[config.mk]
export PLATFORM = sky130hd
export DESIGN_NAME = multicycle_ctrl_flat
export DESIGN_NICKNAME = d
export VERILOG_FILES = /design/src/rtl/multicycle_ctrl_if.sv /design/src/rtl/multicycle_ctrl.sv /design/src/flat_wrapper.sv
export SDC_FILE = /design/constraint.sdc
export NUM_CORES = 1
export LEC_CHECK = 0
export CAP_MARGIN = 5
export CORE_MARGIN = 2
export CORE_UTILIZATION = 49
export DETAILED_ROUTE_END_ITERATION = 8
export GPL_ROUTABILITY_DRIVEN = 0
export PLACE_DENSITY = 0.84
export SLEW_MARGIN = 30
export SYNTH_ARGS = -nofsm -noshare
export SYNTH_HDL_FRONTEND = slang
export SYNTH_SLANG_ARGS = --single-unit
[constraint.sdc]
create_clock -name clk -period 5.2 [get_ports clk]
set_clock_uncertainty 0.05 [all_clocks]
set_input_delay 0.78 -clock clk [delete_from_list [all_inputs] [get_ports clk]]
set_output_delay 0.78 -clock clk [all_outputs]
set_load 0.1 [all_outputs]
[src/rtl/multicycle_ctrl_if.sv]
// Controller <-> datapath bundle for the multicycle MIPS control unit.
// The datapath side (master) drives opcode/mem_ready; the controller (slave) drives everything else.
interface multicycle_ctrl_if;
    logic [5:0] opcode;
    logic       mem_ready;

    logic       PCWrite;
    logic       PCWriteCond;
    logic       IorD;
    logic       MemRead;
    logic       MemWrite;
    logic       IRWrite;
    logic       MemtoReg;
    logic       ALUSrcA;
    logic       RegWrite;
    logic       RegDst;
    logic [1:0] PCSource;
    logic [1:0] ALUOp;
    logic [1:0] ALUSrcB;
    logic       instr_done;
    logic       err;
    logic [3:0] state;

    modport master (
        output opcode, mem_ready,
        input  PCWrite, PCWriteCond, IorD, MemRead, MemWrite, IRWrite, MemtoReg,
               ALUSrcA, RegWrite, RegDst, PCSource, ALUOp, ALUSrcB,
               instr_done, err, state
    );

    modport slave (
        input  opcode, mem_ready,
        output PCWrite, PCWriteCond, IorD, MemRead, MemWrite, IRWrite, MemtoReg,
               ALUSrcA, RegWrite, RegDst, PCSource, ALUOp, ALUSrcB,
               instr_done, err, state
    );
endinterface

[src/rtl/multicycle_ctrl.sv]
// Multicycle MIPS control FSM (lw/sw/R-type/addi/beq/j) with a memory-wait
// watchdog that traps into a sticky ERR state until reset.
module multicycle_ctrl #(
    parameter logic [3:0] MEM_TIMEOUT = 4'd15
) (
    input  logic                   clk,
    input  logic                   rst,
    multicycle_ctrl_if.slave       bus
);

    localparam int unsigned SW = 4;

    typedef enum logic [SW-1:0] {
        S_FETCH    = 4'd0,
        S_DECODE   = 4'd1,
        S_MEMADR   = 4'd2,
        S_MEMRD    = 4'd3,
        S_MEMWB    = 4'd4,
        S_MEMWR    = 4'd5,
        S_RTEXEC   = 4'd6,
        S_ALUWB    = 4'd7,
        S_ADDIEXEC = 4'd8,
        S_ADDIWB   = 4'd9,
        S_BEQ      = 4'd10,
        S_JUMP     = 4'd11,
        S_ERR      = 4'd12
    } state_e;

    localparam logic [5:0] OP_RTYPE = 6'h00;
    localparam logic [5:0] OP_LW    = 6'h23;
    localparam logic [5:0] OP_SW    = 6'h2B;
    localparam logic [5:0] OP_ADDI  = 6'h08;
    localparam logic [5:0] OP_BEQ   = 6'h04;
    localparam logic [5:0] OP_J     = 6'h02;

    state_e        state_q, state_d;
    logic [SW-1:0] wait_q, wait_d;
    logic          err_q, err_d;
    logic          mem_state;
    logic          timed_out;

    assign mem_state = (state_q == S_FETCH) || (state_q == S_MEMRD) || (state_q == S_MEMWR);
    assign timed_out = (wait_q == MEM_TIMEOUT) && !bus.mem_ready;

    // Next state; mem_ready wins over a timeout in the same cycle
    always_comb begin
        state_d = state_q;
        unique case (state_q)
            S_FETCH:    if (bus.mem_ready) state_d = S_DECODE;
                        else if (timed_out) state_d = S_ERR;
            S_DECODE: begin
                unique case (bus.opcode)
                    OP_RTYPE:     state_d = S_RTEXEC;
                    OP_LW, OP_SW: state_d = S_MEMADR;
                    OP_ADDI:      state_d = S_ADDIEXEC;
                    OP_BEQ:       state_d = S_BEQ;
                    OP_J:         state_d = S_JUMP;
                    default:      state_d = S_ERR;
                endcase
            end
            S_MEMADR: begin
                if (bus.opcode == OP_LW)      state_d = S_MEMRD;
                else if (bus.opcode == OP_SW) state_d = S_MEMWR;
                else                          state_d = S_ERR;
            end
            S_MEMRD:    if (bus.mem_ready) state_d = S_MEMWB;
                        else if (timed_out) state_d = S_ERR;
            S_MEMWR:    if (bus.mem_ready) state_d = S_FETCH;
                        else if (timed_out) state_d = S_ERR;
            S_MEMWB:    state_d = S_FETCH;
            S_RTEXEC:   state_d = S_ALUWB;
            S_ALUWB:    state_d = S_FETCH;
            S_ADDIEXEC: state_d = S_ADDIWB;
            S_ADDIWB:   state_d = S_FETCH;
            S_BEQ:      state_d = S_FETCH;
            S_JUMP:     state_d = S_FETCH;
            S_ERR:      state_d = S_ERR;
            default:    state_d = S_ERR;
        endcase
    end

    // Wait counter restarts on every state change, so entry to any wait state sees zero
    always_comb begin
        wait_d = wait_q;
        if (state_d != state_q)
            wait_d = '0;
        else if (mem_state && !bus.mem_ready && (wait_q != MEM_TIMEOUT))
            wait_d = wait_q + SW'(1);
        err_d = err_q | (state_d == S_ERR);
    end

    always_ff @(posedge clk) begin
        if (!rst) begin
            state_q <= S_FETCH;
            wait_q  <= '0;
            err_q   <= 1'b0;
        end else begin
            state_q <= state_d;
            wait_q  <= wait_d;
            err_q   <= err_d;
        end
    end

    // Control decode from state (and mem_ready); held at zero while reset is asserted
    always_comb begin
        bus.PCWrite     = 1'b0;
        bus.PCWriteCond = 1'b0;
        bus.IorD        = 1'b0;
        bus.MemRead     = 1'b0;
        bus.MemWrite    = 1'b0;
        bus.IRWrite     = 1'b0;
        bus.MemtoReg    = 1'b0;
        bus.ALUSrcA     = 1'b0;
        bus.RegWrite    = 1'b0;
        bus.RegDst      = 1'b0;
        bus.PCSource    = 2'b00;
        bus.ALUOp       = 2'b00;
        bus.ALUSrcB     = 2'b00;
        bus.instr_done  = 1'b0;
        if (rst) begin
            unique case (state_q)
                S_FETCH: begin
                    bus.MemRead = 1'b1;
                    bus.ALUSrcB = 2'b01;
                    bus.IRWrite = bus.mem_ready;
                    bus.PCWrite = bus.mem_ready;
                end
                S_DECODE:   bus.ALUSrcB = 2'b11;
                S_MEMADR, S_ADDIEXEC: begin
                    bus.ALUSrcA = 1'b1;
                    bus.ALUSrcB = 2'b10;
                end
                S_MEMRD: begin
                    bus.IorD    = 1'b1;
                    bus.MemRead = 1'b1;
                end
                S_MEMWB: begin
                    bus.MemtoReg   = 1'b1;
                    bus.RegWrite   = 1'b1;
                    bus.instr_done = 1'b1;
                end
                S_MEMWR: begin
                    bus.IorD       = 1'b1;
                    bus.MemWrite   = 1'b1;
                    bus.instr_done = bus.mem_ready;
                end
                S_RTEXEC: begin
                    bus.ALUSrcA = 1'b1;
                    bus.ALUOp   = 2'b10;
                end
                S_ALUWB: begin
                    bus.RegDst     = 1'b1;
                    bus.RegWrite   = 1'b1;
                    bus.instr_done = 1'b1;
                end
                S_ADDIWB: begin
                    bus.RegWrite   = 1'b1;
                    bus.instr_done = 1'b1;
                end
                S_BEQ: begin
                    bus.ALUSrcA     = 1'b1;
                    bus.ALUOp       = 2'b01;
                    bus.PCWriteCond = 1'b1;
                    bus.PCSource    = 2'b01;
                    bus.instr_done  = 1'b1;
                end
                S_JUMP: begin
                    bus.PCWrite    = 1'b1;
                    bus.PCSource   = 2'b10;
                    bus.instr_done = 1'b1;
                end
                default: ;
            endcase
        end
    end

    assign bus.err   = err_q;
    assign bus.state = SW'(state_q);

endmodule

[src/flat_wrapper.sv]
// flat-port wrapper written by rule: the top's interface ports become plain ports
module multicycle_ctrl_flat 
#(
    parameter logic [3:0] MEM_TIMEOUT = 4'd15
)
  (clk, rst, bus_opcode, bus_mem_ready, bus_PCWrite, bus_PCWriteCond, bus_IorD, bus_MemRead, bus_MemWrite, bus_IRWrite, bus_MemtoReg, bus_ALUSrcA, bus_RegWrite, bus_RegDst, bus_PCSource, bus_ALUOp, bus_ALUSrcB, bus_instr_done, bus_err, bus_state);
  multicycle_ctrl_if bus_i ();
  input  logic clk;
  input  logic rst;
  input wire logic [$bits(bus_i.opcode)-1:0] bus_opcode;
  input wire logic [$bits(bus_i.mem_ready)-1:0] bus_mem_ready;
  output wire logic [$bits(bus_i.PCWrite)-1:0] bus_PCWrite;
  output wire logic [$bits(bus_i.PCWriteCond)-1:0] bus_PCWriteCond;
  output wire logic [$bits(bus_i.IorD)-1:0] bus_IorD;
  output wire logic [$bits(bus_i.MemRead)-1:0] bus_MemRead;
  output wire logic [$bits(bus_i.MemWrite)-1:0] bus_MemWrite;
  output wire logic [$bits(bus_i.IRWrite)-1:0] bus_IRWrite;
  output wire logic [$bits(bus_i.MemtoReg)-1:0] bus_MemtoReg;
  output wire logic [$bits(bus_i.ALUSrcA)-1:0] bus_ALUSrcA;
  output wire logic [$bits(bus_i.RegWrite)-1:0] bus_RegWrite;
  output wire logic [$bits(bus_i.RegDst)-1:0] bus_RegDst;
  output wire logic [$bits(bus_i.PCSource)-1:0] bus_PCSource;
  output wire logic [$bits(bus_i.ALUOp)-1:0] bus_ALUOp;
  output wire logic [$bits(bus_i.ALUSrcB)-1:0] bus_ALUSrcB;
  output wire logic [$bits(bus_i.instr_done)-1:0] bus_instr_done;
  output wire logic [$bits(bus_i.err)-1:0] bus_err;
  output wire logic [$bits(bus_i.state)-1:0] bus_state;
  assign bus_i.opcode = bus_opcode;
  assign bus_i.mem_ready = bus_mem_ready;
  assign bus_PCWrite = bus_i.PCWrite;
  assign bus_PCWriteCond = bus_i.PCWriteCond;
  assign bus_IorD = bus_i.IorD;
  assign bus_MemRead = bus_i.MemRead;
  assign bus_MemWrite = bus_i.MemWrite;
  assign bus_IRWrite = bus_i.IRWrite;
  assign bus_MemtoReg = bus_i.MemtoReg;
  assign bus_ALUSrcA = bus_i.ALUSrcA;
  assign bus_RegWrite = bus_i.RegWrite;
  assign bus_RegDst = bus_i.RegDst;
  assign bus_PCSource = bus_i.PCSource;
  assign bus_ALUOp = bus_i.ALUOp;
  assign bus_ALUSrcB = bus_i.ALUSrcB;
  assign bus_instr_done = bus_i.instr_done;
  assign bus_err = bus_i.err;
  assign bus_state = bus_i.state;
  multicycle_ctrl #(.MEM_TIMEOUT(MEM_TIMEOUT)) u_core (.clk(clk), .rst(rst), .bus(bus_i));
endmodule
==> out/metrics.cfg, run 1 <==
[power_and_ir_drop]
total_power_mw = 0.4111
p_leak_nw = 0.4511
power_density_mw_per_mm2 = 316.6
vdd_drop_max_uv = 412.3

[drt]
drcViolationCount = 0
first_iter_violations = 58
ant_nets = 0
vias = 1173
wire_per_inst_um = 14.27
viasPerCell = 6.306
drt-total-wl_um = 2654
dr.pass1.iters = 5

[yosys]
syn_inst = 136
synth-async-reset-ratio_pct = 0
synth_fp_nets = 146
ys_seq_area_share_pct = 18.32
ys.flop_type = dfxtp_1
avgSynthCellArea_um2 = 7.231
synth_edf_count = 0
yosysUniqueCellTypes = 52
synth_warnings = 0
netlist_area_um2 = 983.4
synth_seq_cells = 9

[finish]
antennaDiodeCount = 0
final_common_cell = clkdlybuf4s50_1
fin_nets = 170
fillers = 166
final_cell_mix = clkdlybuf4s50_1 (29), nor2_1 (21), nor3_1 (9), dfxtp_1 (9), a21oi_1 (8)
area_growth_pct = 32.06
fin_util_pct = 67.58
drive_above_1_share_pct = 9.434

[sta]
min_period_ns = 3.981
fmax_mhz = 251.2
hold_violations = 0
tightest_slew_ns = 0.9709
slew_headroom_pct = 35.07
slew_violations = 0
setup_violations = 0
rsz0062_at_grt = no
finalCritPeriodShare_pct = 76.56
setup_tns_ns = 0

[global_route]
antenna_found_initial = 0
grt_pass1_vias = 1098
grt_start_max_net_pins = 27
track_usage_pct = 24.11
grt_pass1_wl_um = 4664
gr-total-overflow = 0

[floorplanning]
fp.coreArea_mm2 = 0.001922
die_area_mm2 = 0.002381
die_y_um = 48.80
start_util_pct = 51.17
rows = 16
io_pins = 31
die_w_um = 48.80

[hold_path]
hold_class = reg -> reg
whs_path_depth = 2

[placement]
io_buffers = 30
hpwlAfterDp_um = 2024

[status]
status = complete, no violations

[cts]
post_cts_resized = 0
clk_latency_ns = 0.26
cts_buffers = 3
postCtsHoldBufs = 0
cts_setup_buffers = 0
root_buffer = clkbuf_4
cts.clk_slew.worst_paths_ns = 0.05
cts_tree = yes
htree_levels = 1
clock_sinks = 9
cts_buffer_depth = 2

[worst_setup_path]
reg2reg_depth = 6
worst-endpoint-arrival_ns = 3.15
cp-end-kind = output port
worstPathMaxFanout = 8
worstPathRequired_ns = 4.37
path_class = in -> out
cp-start-kind = input port

[run]
drv_cap = 0

[worst max-delay path, cell delays in order]
cell             delay (ns)
clkdlybuf4s50_1        0.64
o21ai_0                0.17
a2111oi_2              0.37
clkdlybuf4s50_1        1.19
[cell usage after synthesis, types with 3 or more instances]
cell type | n | area, µm²
a2111oi_0 | 3 | 26.28
a21oi_1 | 8 | 40.04
and3_1 | 3 | 18.77
buf_2 | 3 | 15.01
clkbuf_1 | 4 | 15.01
dfxtp_1 | 9 | 180.2
inv_1 | 5 | 18.77
mux2i_1 | 3 | 30.03
nand2_1 | 5 | 18.77
nand3_1 | 3 | 15.01
nor2_1 | 21 | 78.83
nor3_1 | 10 | 50.05
nor4_1 | 4 | 25.02
o21ai_0 | 4 | 20.02
or3_1 | 3 | 18.77
xor2_1 | 3 | 26.28
[metal layers]
metal	routed length, µm	part of all wire, %	track usage, %
met5	0	0	0
met4	37	1.4	10.48
met3	176	6.6	2.761
met2	1331	50	42.47
met1	1109	42	29.45
[flip-flops by register name, summed over array words and instances, names as in the netlist]
register / cells
u_core.wait_q: 4
u_core.bus.err: 1
u_core.bus.state: 4
[worst paths after layout]
| check | startpoint | end | slack [ns] |
|---|---|---|---|
| worst min-delay path | u_core.bus.err$_SDFF_PN0_ | u_core.bus.err$_SDFF_PN0_ | 0.46 |
| worst max register to register | u_core.bus.state[0]$_SDFF_PN0_ | u_core.wait_q[2]$_SDFFE_PP0P_ | 2.49 |
| worst min register to register | u_core.bus.err$_SDFF_PN0_ | u_core.bus.err$_SDFF_PN0_ | 0.46 |
| worst max-delay path | bus_mem_ready | bus_instr_done | 1.22 |
[layout make-up]
cell class                      instances  area, µm²  share of cell area (%)
Inverter                                5      18.77                   1.445
Timing Repair Buffer                   30      297.8                   22.93
Sequential cell                         9      180.2                   13.87
Tap cell                               27      33.78                   2.601
Multi-Input combinational cell        111      742.0                   57.13
Clock buffer                            4      26.28                   2.023
[through the flow]
step | cells | hold slack [ns] | worst slack (ns) | cell area [µm²]
global route | 186 | 0.5143 | 1.092 | 1299
detailed placement | 182 | 0.4582 | 1.218 | 1272
finish | 186 | 0.4630 | 1.219 | 1299
CTS | 186 | 0.4835 | 1.222 | 1299
floorplan | 136 | 0.4725 | 0.3269 | 1001
global placement | 182 | 0.4104 | 1.238 | 1272
[cells by family (layout without fill, tap and decap cells)]
group	after synthesis	in the layout	share of synthesized area, %
simple gates	67	67	37.91
compound gates	35	35	26.97
buf+inv	16	39	8.014
flops	9	9	18.32
xor+xnor	5	5	4.454
mux	3	3	3.054
fa+ha+maj	1	1	1.272
[report_power, final]
part / switching [mW] / leakage (nW) / internal, mW / total, mW
Combinational: 0.182 / 0.363 / 0.0760 / 0.258
Clock: 0.0223 / 0.0150 / 0.0294 / 0.0518
Sequential: 0.0261 / 0.0732 / 0.0752 / 0.101
Note: power is estimated with default switching activity, not from simulation.
==> run 2, diff against run 1 <==
--- a/config.mk
+++ b/config.mk
@@ -7,10 +7,10 @@
 export LEC_CHECK = 0
 export CAP_MARGIN = 5
 export CORE_MARGIN = 2
-export CORE_UTILIZATION = 49
+export CORE_UTILIZATION = 46
 export DETAILED_ROUTE_END_ITERATION = 8
 export GPL_ROUTABILITY_DRIVEN = 0
-export PLACE_DENSITY = 0.84
+export PLACE_DENSITY = 0.79
 export SLEW_MARGIN = 30
 export SYNTH_ARGS = -nofsm -noshare
 export SYNTH_HDL_FRONTEND = slang
==> constraint.sdc (replaced) <==
create_clock -name clk -period 3.8 [get_ports clk]
set_clock_uncertainty 0.05 [all_clocks]
set_input_delay 0.57 -clock clk [delete_from_list [all_inputs] [get_ports clk]]
set_output_delay 0.57 -clock clk [all_outputs]
set_load 0.1 [all_outputs]
==> run 2 against run 1 <==
Net effect: combinational power increased by 38%; critical endpoint is now bus_PCWrite; setup slack got worse by 0.40 ns; clock power increased by 38%; global-route usage decreased by 2.5 points; sequential power increased by 41%; routed wire length decreased by 2.4%; sequential share of layout area decreased by 0.080 points; largest power group unchanged; core utilization decreased by 1.7 points; via count decreased by 4.6%; critical path depth increased by 1; power increased by 38%; first-iteration DRC count decreased by 52%; critical path type is now reg -> out.
==> out/metrics.cfg, run 2 (same netlist as run 1, synthesis figures left out) <==
[power_and_ir_drop]
combPwrFrac_pct = 62.5
vdd_drop_max_uv = 355.0
power_density_mw_per_mm2 = 434.6
intPower_mw = 0.2450
switchingPower_mw = 0.3226
p_sw_share_pct = 56.83
p_leak_nw = 0.4994
clkPwrFrac_pct = 12.6
seqPwrFrac_pct = 25.0
total_power_mw = 0.5677

[global_route]
grt_pass1_wl_um = 4340
antenna_found_initial = 0
grt_pass1_vias = 996
gr-total-overflow = 0
grt_start_max_net_pins = 27
track_usage_pct = 21.65

[worst_setup_path]
worstPathRequired_ns = 3.18
worstPathMaxFanout = 20
crit_top_cell = or2_2
path_class = reg -> out
reg2reg_depth = 6
cpPeakStageDelay_ns = 0.85
slowest_stage = dfxtp_1
cp-end-kind = output port
cp_cell_sequence = inv_1, or2_2, nor2_2, or2_2, buf_4
regToRegSetupSlack_ns = 1.19
r2r-start = u_core.bus.state[0]$_SDFF_PN0_
timing.rr.end = u_core.wait_q[2]$_SDFFE_PP0P_
worst-endpoint-arrival_ns = 2.36
cp-start-kind = register

[sta]
slew_violations = 0
setup_violations = 0
slew_headroom_pct = 35.48
min_period_ns = 2.977
hold_slack_ns = 0.4365
tightest_slew_ns = 0.9647
hold_violations = 0
finalCritPeriodShare_pct = 78.34
fmax_mhz = 335.9
rsz0062_at_grt = no

[drt]
drcViolationCount = 0
ant_nets = 0
wire_per_inst_um = 13.86
vias = 1119
viasPerCell = 5.984
drt-total-wl_um = 2591
dr.pass1.iters = 4
first_iter_violations = 28

[finish]
drive_above_1_share_pct = 26.25
antennaDiodeCount = 0
area_growth_pct = 32.82
fin_nets = 171
final_cells = 187
fillers = 171
final_common_cell = buf_4
fin_area_mm2 = 0.001306
final_cell_mix = buf_4 (22), nor2_1 (18), clkdlybuf4s50_1 (9), dfxtp_1 (9)
fin_util_pct = 65.91

[cts]
cts_tree = yes
cts_buffer_depth = 2
cts.clk_slew.worst_paths_ns = 0.06
root_buffer = clkbuf_4
htree_levels = 1
clock_sinks = 9
cts_setup_buffers = 0
clk_latency_ns = 0.26
post_cts_resized = 0
postCtsHoldBufs = 0
cts_buffers = 3

[floorplanning]
fp.coreArea_mm2 = 0.001982
die_w_um = 50.24
die_area_mm2 = 0.002524
start_util_pct = 49.62
io_pins = 31
die_y_um = 50.24
rows = 16

[placement]
hpwlAfterDp_um = 1972
post_dp_cell_area_mm2 = 0.001279
io_buffers = 30
dp.cells = 183

[hold_path]
hold_class = reg -> reg
worstHoldStart = u_core.bus.err$_SDFF_PN0_
min_to = u_core.bus.err$_SDFF_PN0_
whs_path_depth = 2

[status]
status = complete, no violations

[run]
drv_cap = 0

run 2: cell count changes in the layout (fill, tap and decap cells not counted), sizes merged:
cell and delta:
buf +21, clkbuf -1, clkinv +1, clkdlybuf4s50 -20
run 2: power by group through the flow:
stage	logic, mW	registers, mW	clock network [mW]
6_report	0.355	0.142	0.0713
5_1_grt	0.377	0.145	0.0811
4_1_cts	0.355	0.141	0.0739
3_5_place_dp	0.353	0.143	0
3_3_place_gp	0.351	0.142	0
2_1_floorplan	0.269	0.165	0
run 2: routing by layer:
layer | routed length, µm | track usage (%)
met1 | 1178 | 29.74
met2 | 1244 | 33.77
met3 | 124 | 2.976
met4 | 44 | 8.796
met5 | 0 | 0
run 2: layout make-up:
class	count	area [µm²]	area share, %
clock buffers	3	22.52	1.724
clock inverters	1	5.005	0.3831
inverters	5	18.77	1.437
multi-input cells	111	790.8	60.54
flip-flops and latches	9	180.2	13.79
well taps	27	33.78	2.586
repair buffers	31	255.2	19.54
run 2: per-stage QoR:
step | setup WS (ns) | TNS (ns)
after floorplan | -0.1832 | -0.5989
after global placement | 0.9551 | 0
after detailed placement | 0.9321 | 0
after CTS | 0.8382 | 0
after global routing | 0.6623 | 0
final | 0.8229 | 0
run 2: how the worst max path moves through the flow:
| stage | start | end | slack [ns] | depth (start not counted) |
|---|---|---|---|---|
| floorplan | u_core.bus.state[2]$_SDFF_PN0_ | bus_RegDst | -0.18 | 5 |
| global placement | rst | bus_PCWrite | 0.96 | 6 |
| detailed placement | rst | bus_PCWrite | 0.93 | 6 |
| CTS | u_core.bus.state[3]$_SDFF_PN0_ | bus_PCWrite | 0.84 | 5 |
| global route | u_core.bus.state[3]$_SDFF_PN0_ | bus_PCWrite | 0.66 | 5 |
| finish | u_core.bus.state[3]$_SDFF_PN0_ | bus_PCWrite | 0.82 | 5 |
run 2: worst max-delay path: cells and delay by family (launching register included):
| family | cells | cell delay [ns] |
|---|---|---|
| and+or+nand+nor | 3 | 0.66 |
| DFF | 1 | 0.85 |
| buffers and inverters | 2 | 0.58 |
==> run 3, diff against run 2 <==
--- a/config.mk
+++ b/config.mk
@@ -7,10 +7,10 @@
 export LEC_CHECK = 0
 export CAP_MARGIN = 5
 export CORE_MARGIN = 2
-export CORE_UTILIZATION = 46
+export CORE_UTILIZATION = 41
 export DETAILED_ROUTE_END_ITERATION = 8
 export GPL_ROUTABILITY_DRIVEN = 0
-export PLACE_DENSITY = 0.79
+export PLACE_DENSITY = 0.75
 export SLEW_MARGIN = 30
 export SYNTH_ARGS = -nofsm -noshare
 export SYNTH_HDL_FRONTEND = slang
==> constraint.sdc (replaced) <==
create_clock -name clk -period 2.55 [get_ports clk]
set_clock_uncertainty 0.05 [all_clocks]
set_input_delay 0.3825 -clock clk [delete_from_list [all_inputs] [get_ports clk]]
set_output_delay 0.3825 -clock clk [all_outputs]
set_load 0.1 [all_outputs]
==> run 3 against run 2 <==
Net effect: first-iteration DRC count down 7.1%; via count up 7.9%; non-clock buffer count up 7; global-route usage up 3.3 points; flip-flop and latch count unchanged; sequential power up 54%; power up 69%; routed wire length up 21%; critical path depth up 1; die area up 11%; setup slack worse by 0.62 ns; critical path type is now in -> out; largest power group unchanged.
==> out/metrics.cfg, run 3 (same netlist as run 1, synthesis figures left out) <==
[placement]
hpwlAfterDp_um = 2454
io_buffers = 30
post_dp_cell_area_mm2 = 0.001604

[drt]
drt-total-wl_um = 3143
vias = 1207
ant_nets = 0
first_iter_violations = 26
viasPerCell = 6.190
dr.pass1.iters = 7
drcViolationCount = 0
wire_per_inst_um = 16.12

[finish]
final_cell_mix = buf_12 (17), buf_4 (13), nor2_1 (12)
drive_above_1_share_pct = 37.13
final_common_cell = buf_12
fin_util_pct = 73.00
fillers = 174
area_growth_pct = 65.78
fin_area_mm2 = 0.001630
fin_nets = 178
antennaDiodeCount = 0

[global_route]
grt_pass1_vias = 1094
gr-total-overflow = 0
grt_pass1_wl_um = 5147
antenna_found_initial = 0
track_usage_pct = 24.91
grt_start_max_net_pins = 27

[floorplanning]
die_w_um = 52.98
io_pins = 31
rows = 17
die_y_um = 52.98
start_util_pct = 44.03
fp.coreArea_mm2 = 0.002233
die_area_mm2 = 0.002806

[cts]
root_buffer = clkbuf_4
cts_buffers = 3
cts_tree = yes
cts_setup_buffers = 0
cts_buffer_depth = 2
postCtsHoldBufs = 0
clock_sinks = 9
post_cts_resized = 0
htree_levels = 1
cts.clk_slew.worst_paths_ns = 0.07
clk_latency_ns = 0.28

[sta]
min_period_ns = 2.351
hold_violations = 0
rsz0062_at_grt = no
slew_headroom_pct = 64.70
tightest_slew_ns = 0.5161
fmax_mhz = 425.4
setup_violations = 0
hold_slack_ns = 0.4256
slew_violations = 0
finalCritPeriodShare_pct = 92.19

[worst_setup_path]
cp-end-kind = output port
cp-start-kind = input port
worst-endpoint-arrival_ns = 1.92
path_class = in -> out
worstPathMaxFanout = 3
worstPathRequired_ns = 2.12

[power_and_ir_drop]
power_density_mw_per_mm2 = 588.5
total_power_mw = 0.9594
p_leak_nw = 0.5838
vdd_drop_max_uv = 442.7

[run]
drv_cap = 0

[status]
status = complete, no violations

[hold_path]
hold_class = reg -> reg

==> run 3: cell types whose count changed in the layout (fill, tap and decap cells not counted), moves of 2 or more <==
| cell | delta |
|---|---|
| dfxtp_1 | -4 |
| nor2_4 | +2 |
| buf_4 | -9 |
| nor2_2 | +4 |
| buf_12 | +17 |
| dfxtp_4 | +4 |
| nor2_1 | -6 |
==> run 3: path summary, 6_finish.rpt <==
kind / from / endpoint / slack [ns] / cells past startpoint
max reg2reg: u_core.bus.state[0]$_SDFF_PN0_ / u_core.wait_q[2]$_SDFFE_PP0P_ / 0.33 / 7
min: u_core.bus.err$_SDFF_PN0_ / u_core.bus.err$_SDFF_PN0_ / 0.43 / 2
max: rst / bus_PCWrite / 0.20 / 6
min reg2reg: u_core.bus.err$_SDFF_PN0_ / u_core.bus.err$_SDFF_PN0_ / 0.43 / 2
==> run 3: critical path, stage by stage <==
cell	delay, ns
clkdlybuf4s50_1	0.58
nand2b_4	0.10
or2_2	0.34
nor2_2	0.19
or2_4	0.16
buf_12	0.16
==> run 3: routing by layer <==
metal | vias to the layer above | part of all wire (%) | GRT usage, % | wire length (µm)
met5 | - | 0 | 0 | 0
met4 | 0 | 0.64 | 5.556 | 20
met3 | 4 | 5.7 | 5.367 | 179
met2 | 49 | 53 | 42.92 | 1670
met1 | 575 | 41 | 31.51 | 1273
li1 | 579 | - | - | -
==> run 3: final cells by class <==
cell class	count	area, µm²	area share [%]
Sequential cell	9	195.2	11.97
Multi-Input combinational cell	111	837.1	51.34
Clock buffer	4	26.28	1.612
Inverter	5	18.77	1.151
Tap cell	28	35.03	2.149
Timing Repair Buffer	38	518.0	31.77
==> run 3: report_power, final <==
part	switching [mW]	leakage (nW)	internal, mW	total (mW)
Combinational	0.402	0.493	0.221	0.623
Sequential	0.0623	0.0760	0.156	0.219
Clock	0.0571	0.0150	0.0605	0.118
==> run 3: per-stage QoR <==
stage / instances / setup slack, ns / setup TNS, ns
global placement: 191 / 0.1203 / 0
floorplan: 136 / -0.4418 / -0.6932
detailed placement: 191 / -0.02973 / -0.02973
finish: 195 / 0.1991 / 0
CTS: 195 / 0.1923 / 0
global route: 195 / 0.07205 / 0
